$ cat config.mk
export PLATFORM = sky130hd
export DESIGN_NAME = leve1_axir_arb
export DESIGN_NICKNAME = d
export VERILOG_FILES = /design/src/rtl/leve1_axir_arb_pkg.sv /design/src/rtl/leve1_axir_arb_arb2.sv /design/src/rtl/leve1_axir_arb.sv
export SDC_FILE = /design/constraint.sdc
export NUM_CORES = 1
export LEC_CHECK = 0
export ABC_CLOCK_PERIOD_IN_PS = 2000
export CAP_MARGIN = 20
export CORE_AREA = 3 3 205 207
export CTS_BUF_LIST = sky130_fd_sc_hd__clkbuf_4
export DETAILED_ROUTE_END_ITERATION = 10
export DIE_AREA = 0 0 208 210
export DONT_BUFFER_PORTS = 1
export GPL_TIMING_DRIVEN = 0
export HOLD_SLACK_MARGIN = 0.06
export PLACE_DENSITY = 0.3
export SLEW_MARGIN = 20
export SYNTH_ARGS = -nofsm -noshare
export SYNTH_HDL_FRONTEND = slang
export SYNTH_HIERARCHICAL = 1
export SYNTH_SLANG_ARGS = --single-unit
$ cat constraint.sdc
create_clock -name CLK -period 2 [get_ports CLK]
set_input_delay 0.2 -clock CLK [delete_from_list [all_inputs] [get_ports CLK]]
set_output_delay 0.2 -clock CLK [all_outputs]
set_load 0.1 [all_outputs]
$ cat src/rtl/leve1_axir_arb_pkg.sv
// Shared types for the LEVE1 AXI read-initiator arbiter: FSM states, AXI burst
// encodings and the default-width AR request record.
package leve1_axir_arb_pkg;

    localparam int AXI_ADDR_W = 32;
    localparam int AXI_LEN_W  = 8;

    typedef enum logic [1:0] {
        IDLE,
        ADDR,
        DATA
    } arb_state_t;

    typedef enum logic [1:0] {
        BURST_FIXED = 2'b00,
        BURST_INCR  = 2'b01,
        BURST_WRAP  = 2'b10
    } axi_burst_t;

    typedef struct packed {
        logic [AXI_ADDR_W-1:0] addr;
        axi_burst_t            burst;
        logic [AXI_LEN_W-1:0]  len;
    } ar_req_t;

endpackage

$ cat src/rtl/leve1_axir_arb_arb2.sv
// Two-input grant logic: fixed S1-over-S0 priority, or round-robin with a
// last-grant pointer when LEVE1_AXIR_ARB_RR_EN is defined.
module leve1_axir_arb_arb2 (
`ifdef LEVE1_AXIR_ARB_RR_EN
    input  logic CLK,
    input  logic RSTn,
    input  logic grant,
    input  logic req0,
`endif
    input  logic req1,
    output logic winner
);

`ifdef LEVE1_AXIR_ARB_RR_EN
    logic last_q;

    // Pointer starts at 1 so requester 0 wins the very first tie.
    // NOTE: sequential state uses <= so every flop samples pre-edge values.
    always_ff @(posedge CLK or negedge RSTn) begin
        if (!RSTn) begin
            last_q <= 1'b1;
        end else if (grant) begin
            last_q <= winner;
        end
    end

    always_comb begin
        winner = (req0 && req1) ? ~last_q : req1;
    end
`else
    always_comb begin
        winner = req1;
    end
`endif

endmodule

$ cat src/rtl/leve1_axir_arb.sv
// Shares one AXI read initiator between ifetch (S0) and LSU (S1), one burst at a time.
// Define LEVE1_AXIR_ARB_RR_EN for round-robin instead of fixed S1-over-S0 priority.
module leve1_axir_arb
    import leve1_axir_arb_pkg::*;
#(
    parameter int ADDR_W = AXI_ADDR_W,
    parameter int DATA_W = 128,
    parameter int LEN_W  = AXI_LEN_W
) (
    input  logic              CLK,
    input  logic              RSTn,
    input  logic              S0_ARVALID,
    output logic              S0_ARREADY,
    input  logic [ADDR_W-1:0] S0_ARADDR,
    input  logic [1:0]        S0_ARBURST,
    input  logic [LEN_W-1:0]  S0_ARLEN,
    output logic              S0_RVALID,
    input  logic              S0_RREADY,
    output logic [DATA_W-1:0] S0_RDATA,
    output logic              S0_RLAST,
    input  logic              S1_ARVALID,
    output logic              S1_ARREADY,
    input  logic [ADDR_W-1:0] S1_ARADDR,
    input  logic [1:0]        S1_ARBURST,
    input  logic [LEN_W-1:0]  S1_ARLEN,
    output logic              S1_RVALID,
    input  logic              S1_RREADY,
    output logic [DATA_W-1:0] S1_RDATA,
    output logic              S1_RLAST,
    output logic              M_ARVALID,
    input  logic              M_ARREADY,
    output logic [ADDR_W-1:0] M_ARADDR,
    output logic [1:0]        M_ARBURST,
    output logic [LEN_W-1:0]  M_ARLEN,
    input  logic              M_RVALID,
    output logic              M_RREADY,
    input  logic [DATA_W-1:0] M_RDATA,
    input  logic              M_RLAST
);

    typedef struct packed {
        logic [ADDR_W-1:0] addr;
        axi_burst_t        burst;
        logic [LEN_W-1:0]  len;
    } hold_t;

    arb_state_t state_q, state_d;
    logic       owner_q, owner_d;
    hold_t      hold_q, hold_d;
    hold_t      s0_req, s1_req;
    logic       winner;

    assign s0_req = '{addr: S0_ARADDR, burst: axi_burst_t'(S0_ARBURST), len: S0_ARLEN};
    assign s1_req = '{addr: S1_ARADDR, burst: axi_burst_t'(S1_ARBURST), len: S1_ARLEN};

`ifdef LEVE1_AXIR_ARB_RR_EN
    logic grant;
    assign grant = (state_q == IDLE) && (S0_ARVALID || S1_ARVALID);

    leve1_axir_arb_arb2 u_arb (
        .CLK    (CLK),
        .RSTn   (RSTn),
        .grant  (grant),
        .req0   (S0_ARVALID),
        .req1   (S1_ARVALID),
        .winner (winner)
    );
`else
    leve1_axir_arb_arb2 u_arb (
        .req1   (S1_ARVALID),
        .winner (winner)
    );
`endif

    // Holding registers reset to zero so the downstream AR fields read 0 out of reset.
    always_ff @(posedge CLK or negedge RSTn) begin
        if (!RSTn) begin
            state_q <= IDLE;
            owner_q <= 1'b0;
            hold_q  <= '0;
        end else begin
            state_q <= state_d;
            owner_q <= owner_d;
            hold_q  <= hold_d;
        end
    end

    assign M_ARADDR  = hold_q.addr;
    assign M_ARBURST = hold_q.burst;
    assign M_ARLEN   = hold_q.len;

    // NOTE: every output and next-state term gets a default first, so no path infers a latch.
    always_comb begin
        state_d    = state_q;
        owner_d    = owner_q;
        hold_d     = hold_q;
        M_ARVALID  = 1'b0;
        M_RREADY   = 1'b0;
        S0_ARREADY = 1'b0;
        S1_ARREADY = 1'b0;
        S0_RVALID  = 1'b0;
        S1_RVALID  = 1'b0;
        S0_RLAST   = 1'b0;
        S1_RLAST   = 1'b0;
        S0_RDATA   = '0;
        S1_RDATA   = '0;
        unique case (state_q)
            IDLE: begin
                if (S0_ARVALID || S1_ARVALID) begin
                    owner_d = winner;
                    hold_d  = winner ? s1_req : s0_req;
                    state_d = ADDR;
                end
            end
            ADDR: begin
                M_ARVALID = 1'b1;
                if (M_ARREADY) begin
                    S0_ARREADY = ~owner_q;
                    S1_ARREADY = owner_q;
                    state_d    = DATA;
                end
            end
            DATA: begin
                if (owner_q) begin
                    S1_RVALID = M_RVALID;
                    S1_RDATA  = M_RDATA;
                    S1_RLAST  = M_RLAST;
                    M_RREADY  = S1_RREADY;
                end else begin
                    S0_RVALID = M_RVALID;
                    S0_RDATA  = M_RDATA;
                    S0_RLAST  = M_RLAST;
                    M_RREADY  = S0_RREADY;
                end
                if (M_RVALID && M_RREADY && M_RLAST) begin
                    state_d = IDLE;
                end
            end
            default: state_d = IDLE;
        endcase
    end

endmodule

; ---- Word-level counts from Yosys, hierarchy flattened
; Cells that the tools add are included.
[totals]
ff_bits = 45
in_bits = 221
word_cells = 42
output_inout_bits = 306
[op_classes]
mux = 25
n_eq_ne = 5
bitwise = 1
n_reduce_logical = 6
[op_table]
columns = cell, n
row1 = 128-bit two-way mux, 4
row2 = 42-bit two-way mux, 1
row3 = 1-bit two-way mux, 16
row4 = 2-bit two-way mux, 3
row5 = "2-bit inequality test, second input constant", 3
row6 = 2-bit case mux with 3 select lines, 1
row7 = 3-bit AND reduction, 1
row8 = "2-bit by 1-bit == test with 1-bit output, second input constant", 1
row9 = "2-bit == test, second input constant", 1
row10 = 1-bit logical AND, 2
row11 = 2-bit zero test, 1
row12 = 2-bit AND reduction, 1
row13 = 1-bit logical OR, 1
row14 = 1-bit inverter, 1

; ---- Depth between registers and ports, before layout
[depth]
depth_word = 6
mapped_depth = 5
mapped_depth_nobuf = 3

; ---- By module
; Netlist, hierarchy kept.
[modules_own_cells]
columns = module, cells_per_inst, seq_area_each_um2, area_each_um2, instances
row1 = leve1_axir_arb, 444, 1126.1, 4062.6, 1
row2 = leve1_axir_arb_arb2, 1, 0.0, 7.5, 1

; ---- Worst setup path after synthesis
; No wires, ideal clock.
[synth_path]
path_type = flip-flop to output port
start = reg state_q[1]
end = out S0_ARREADY
stages_incl_launch_ff = 4
t_arrival_ns = 3.378
setup_slack_ns = -1.578
path_buffers = 0
t_required_ns = 1.800
path_cell_list = dfrtp_1 nor2b_1 nand2_1 nor2_1
[synth_between]
elab_chain_cells = 2
[synth_lines]
columns = element, line_no
row1 = start: declaration, leve1_axir_arb.sv:47  ; arb_state_t state_q, state_d;
row2 = start signal: assignment, leve1_axir_arb.sv:82  ; state_q <= state_d;
row3 = 2-bit by 1-bit == test with 1-bit output, leve1_axir_arb.sv:107  ; unique case (state_q)
row4 = 1-bit two-way mux, leve1_axir_arb.sv:107
row5 = end: declaration, leve1_axir_arb.sv:13  ; output logic S0_ARREADY,
; Every way passes these cells.

; ---- Worst setup path after layout
[layout_path]
start = reg state_q[1]
end = out S1_ARREADY
[layout_between]
elab_chain_cells = 2
[layout_lines]
columns = element, line_no
row1 = 2-bit by 1-bit == test with 1-bit output, leve1_axir_arb.sv:107
row2 = 1-bit two-way mux, leve1_axir_arb.sv:107
row3 = end: declaration, leve1_axir_arb.sv:22  ; output logic S1_ARREADY,
; Every way passes these cells.

==> run_results.csv <==
group,metric,value,unit
run_status,outcome,"complete, but fails checks",
run_status,violations,"negative setup slack",
clocking,htreeDepth,2,
worst_setup_path,cp-start-kind,"flop",
clocking,clk_pin_slew,170,ps
route,via_per_inst,3.496,
route,antenna_left,0,
floorplan,die_h,210,um
finish,seq_area,1129,sq um
floorplan,die-area,43680,sq um
sta,slew_violations,0,
logic_synthesis,syn_inst,445,
logic_synthesis,synthTopCellsByArea,"and2_1 40%, dfrtp_1 28%, mux2_2 23%",
logic_synthesis,yosysTopAreaCellShare,0.3996,
finish,multiInputGateArea,3382,sq um
floorplan,coreArea,40550,sq um
clocking,worstSkewPairLatency,400,ps
global_route,grt_pass1_wl,36990,um
sta,worst_slack,-366.8,ps
sta,setup_violations,262,
finish,final_net_count,819,
sta,slew-limit-headroom,0.3543,
logic_synthesis,synth.ff_latch_count,45,
floorplan,rows,74,
clocking,clockBufferDepth,2,
route,wl_met3,1914,um
floorplan,io_pins,527,
logic_synthesis,synth_edf_count,0,
power_and_ir_drop,powerDensity,2096,nW/um^2
logic_synthesis,synthArstFlopShare,1.000,
finish,final.fill_count,4384,
sta,fin_skew,32.31,ps
sta,holdWs,115.3,ps
place,gp_congestion,0.7794,
job,max_cap_viol_count,0,
worst_setup_path,crit_path_end_kind,"output port",
place,dp_hpwl,21900,um
logic_synthesis,syn_area_per_cell,9.146,sq um
place,place_ws,-721.0,ps
floorplan,initial_core_util,0.1004,
sta,tightest_slew,968.6,ps
clocking,cts_sinks,45,
logic_synthesis,synth.distinct_cells,20,
worst_setup_path,cp_data_required_time,1800,ps
hold_path,holdCritPathClass,"primary input to flop",
logic_synthesis,yosys-top-cells-count,"260 x and2_1, 82 x mux2_2, 45 x dfrtp_1, 20 x clkbuf_2, 8 x buf_6",
clocking,cts-buffers-inserted,5,
worst_setup_path,worstPathArrival,2170,ps
route,first_pass_iters,4,
global_route,antenna_found_initial,1,
route,drt-wirelength-per-cell,25.18,um
floorplan,die_w,208,um
place,io_buffer_count,0,
sta,rsz0062_at_grt,"true",
route,met1Wirelength,10390,um
sta,timing.final.crit_share,1.183,
route,drt_iter0_drc,74,
logic_synthesis,synth_warnings,6,
global_route,grt_pass1_vias,4383,
power_and_ir_drop,ir_worst_vdd,0.001174,V
global_route,grt.total_usage,0.1197,
finish,drive_gt1_frac,0.7763,
route,dr_total_vias,3958,
logic_synthesis,syn_area,4070,sq um
finish,area_growth,90.99,%
logic_synthesis,synth_largest_area_cell,"and2_1",
clocking,clock_tree.root_cell,"clkbuf_4",
sta,finalCriticalPeriod,2367,ps
finish,post-route-util,0.1917,
logic_synthesis,syn_nets,666,
route,routed_wl,28510,um
power_and_ir_drop,p_leak,3.264,nW
clocking,cts_tree,"built",
logic_synthesis,synthFlopType,"dfrtp_1",
global_route,grt_max_degree,46,
worst_setup_path,path_class,"flop to output port",
global_route,grt-ovfl-total,0,
sta,final_hold_viol_count,0,
logic_synthesis,seq_area_frac_synth,0.2767,
sta,max_freq,422.5,MHz
logic_synthesis,yosysMostFrequentCell,"and2_1",
route,wl_met2,15710,um
route,top_layer_used,"met4",
route,drc,0,
worst_setup_path,cp_max_fo,3,
metal layers:
metal	track usage	up-vias
li1	-	1705
met1	0.1315	1933
met2	0.2343	301
met3	0.02530	19
met4	0.02813	0
met5	0	-
placed cells by master (no fill, tap or decap), types with 2 or more instances in the layout:
cell type / count
and2_4: 260
buf_12: 6
buf_16: 8
buf_4: 21
buf_6: 15
buf_8: 9
clkbuf_16: 26
clkbuf_4: 6
clkbuf_8: 16
dfrtp_1: 43
dfrtp_2: 2
dlygate4sd3_1: 83
mux2_2: 82
mux2_4: 2
nor2_1: 2
nor2_4: 4
kinds of logic (layout without fill, tap and decap cells):
logic type	count (synthesis)	in the layout	share of synthesized area
simple gates	272	272	0.4193
mux	86	86	0.2395
flops	45	45	0.2767
buf+inv	40	194	0.06148
compound gates	2	2	0.003074
other cells	0	1	0
metrics by stage:
step                setup TNS [ps]  total power [mW]  cells  instance area, sq um
detailed placement          -53420             13.31    978                  5039
CTS                         -64620             16.33   1125                  7667
floorplan                        0             12.42    445                  4345
finish                      -49450             16.30   1132                  7774
global placement            -53470             13.32    977                  5011
global route                -78210             16.78   1132                  7774
final cells by class:
type,count,share of cell area
Multi-Input combinational cell,360,0.4351
Timing Repair Buffer,146,0.2226
Sequential cell,45,0.1452
Buffer,38,0.09947
Tap cell,532,0.08563
Clock buffer,6,0.005794
Clock inverter,2,0.004990
Inverter,2,0.0009657
Antenna cell,1,0.0003219
registers in the layout, indices dropped and copies added, names as in the netlist:
register,count
M_ARADDR,32
owner_q,1
state_q,2
M_ARBURST,2
M_ARLEN,8
path summary, 6_finish.rpt:
path | startpoint | endpoint | slack, ps | cells after the start
max | state_q[1] | S1_ARREADY | -370 | 3
min | S0_ARADDR[30] | M_ARADDR[30] | 120 | 2
max reg2reg | state_q[1] | M_ARADDR[6] | 230 | 4
min reg2reg | owner_q | owner_q | 700 | 1
max in group asynchronous | RSTn | M_ARADDR[4] | 1450 | 2
min in group asynchronous | RSTn | M_ARADDR[23] | 300 | 2
worst max-delay path, stage by stage (launching register included):
cell	delay, ps
dfrtp_2	460
nor2b_4	580
nand2_4	160
nor2_4	540
power by group:
part	internal, mW	switching, mW
Sequential	1.30	3.67
Clock	0.280	0.357
Combinational	3.26	7.42
Total	4.85	11.4
repair_timing:
item / 4_1_cts / 5_1_grt
hold buffers: 84 / 0
gates resized for setup: 433 / 10
setup buffers: 28 / 4
endpoints found under the hold margin: 86 / 0
cloned: 27 / 2
setup endpoints to repair: 262 / 262
pin swaps: 261 / 13
(Power assumes the default switching activity.)
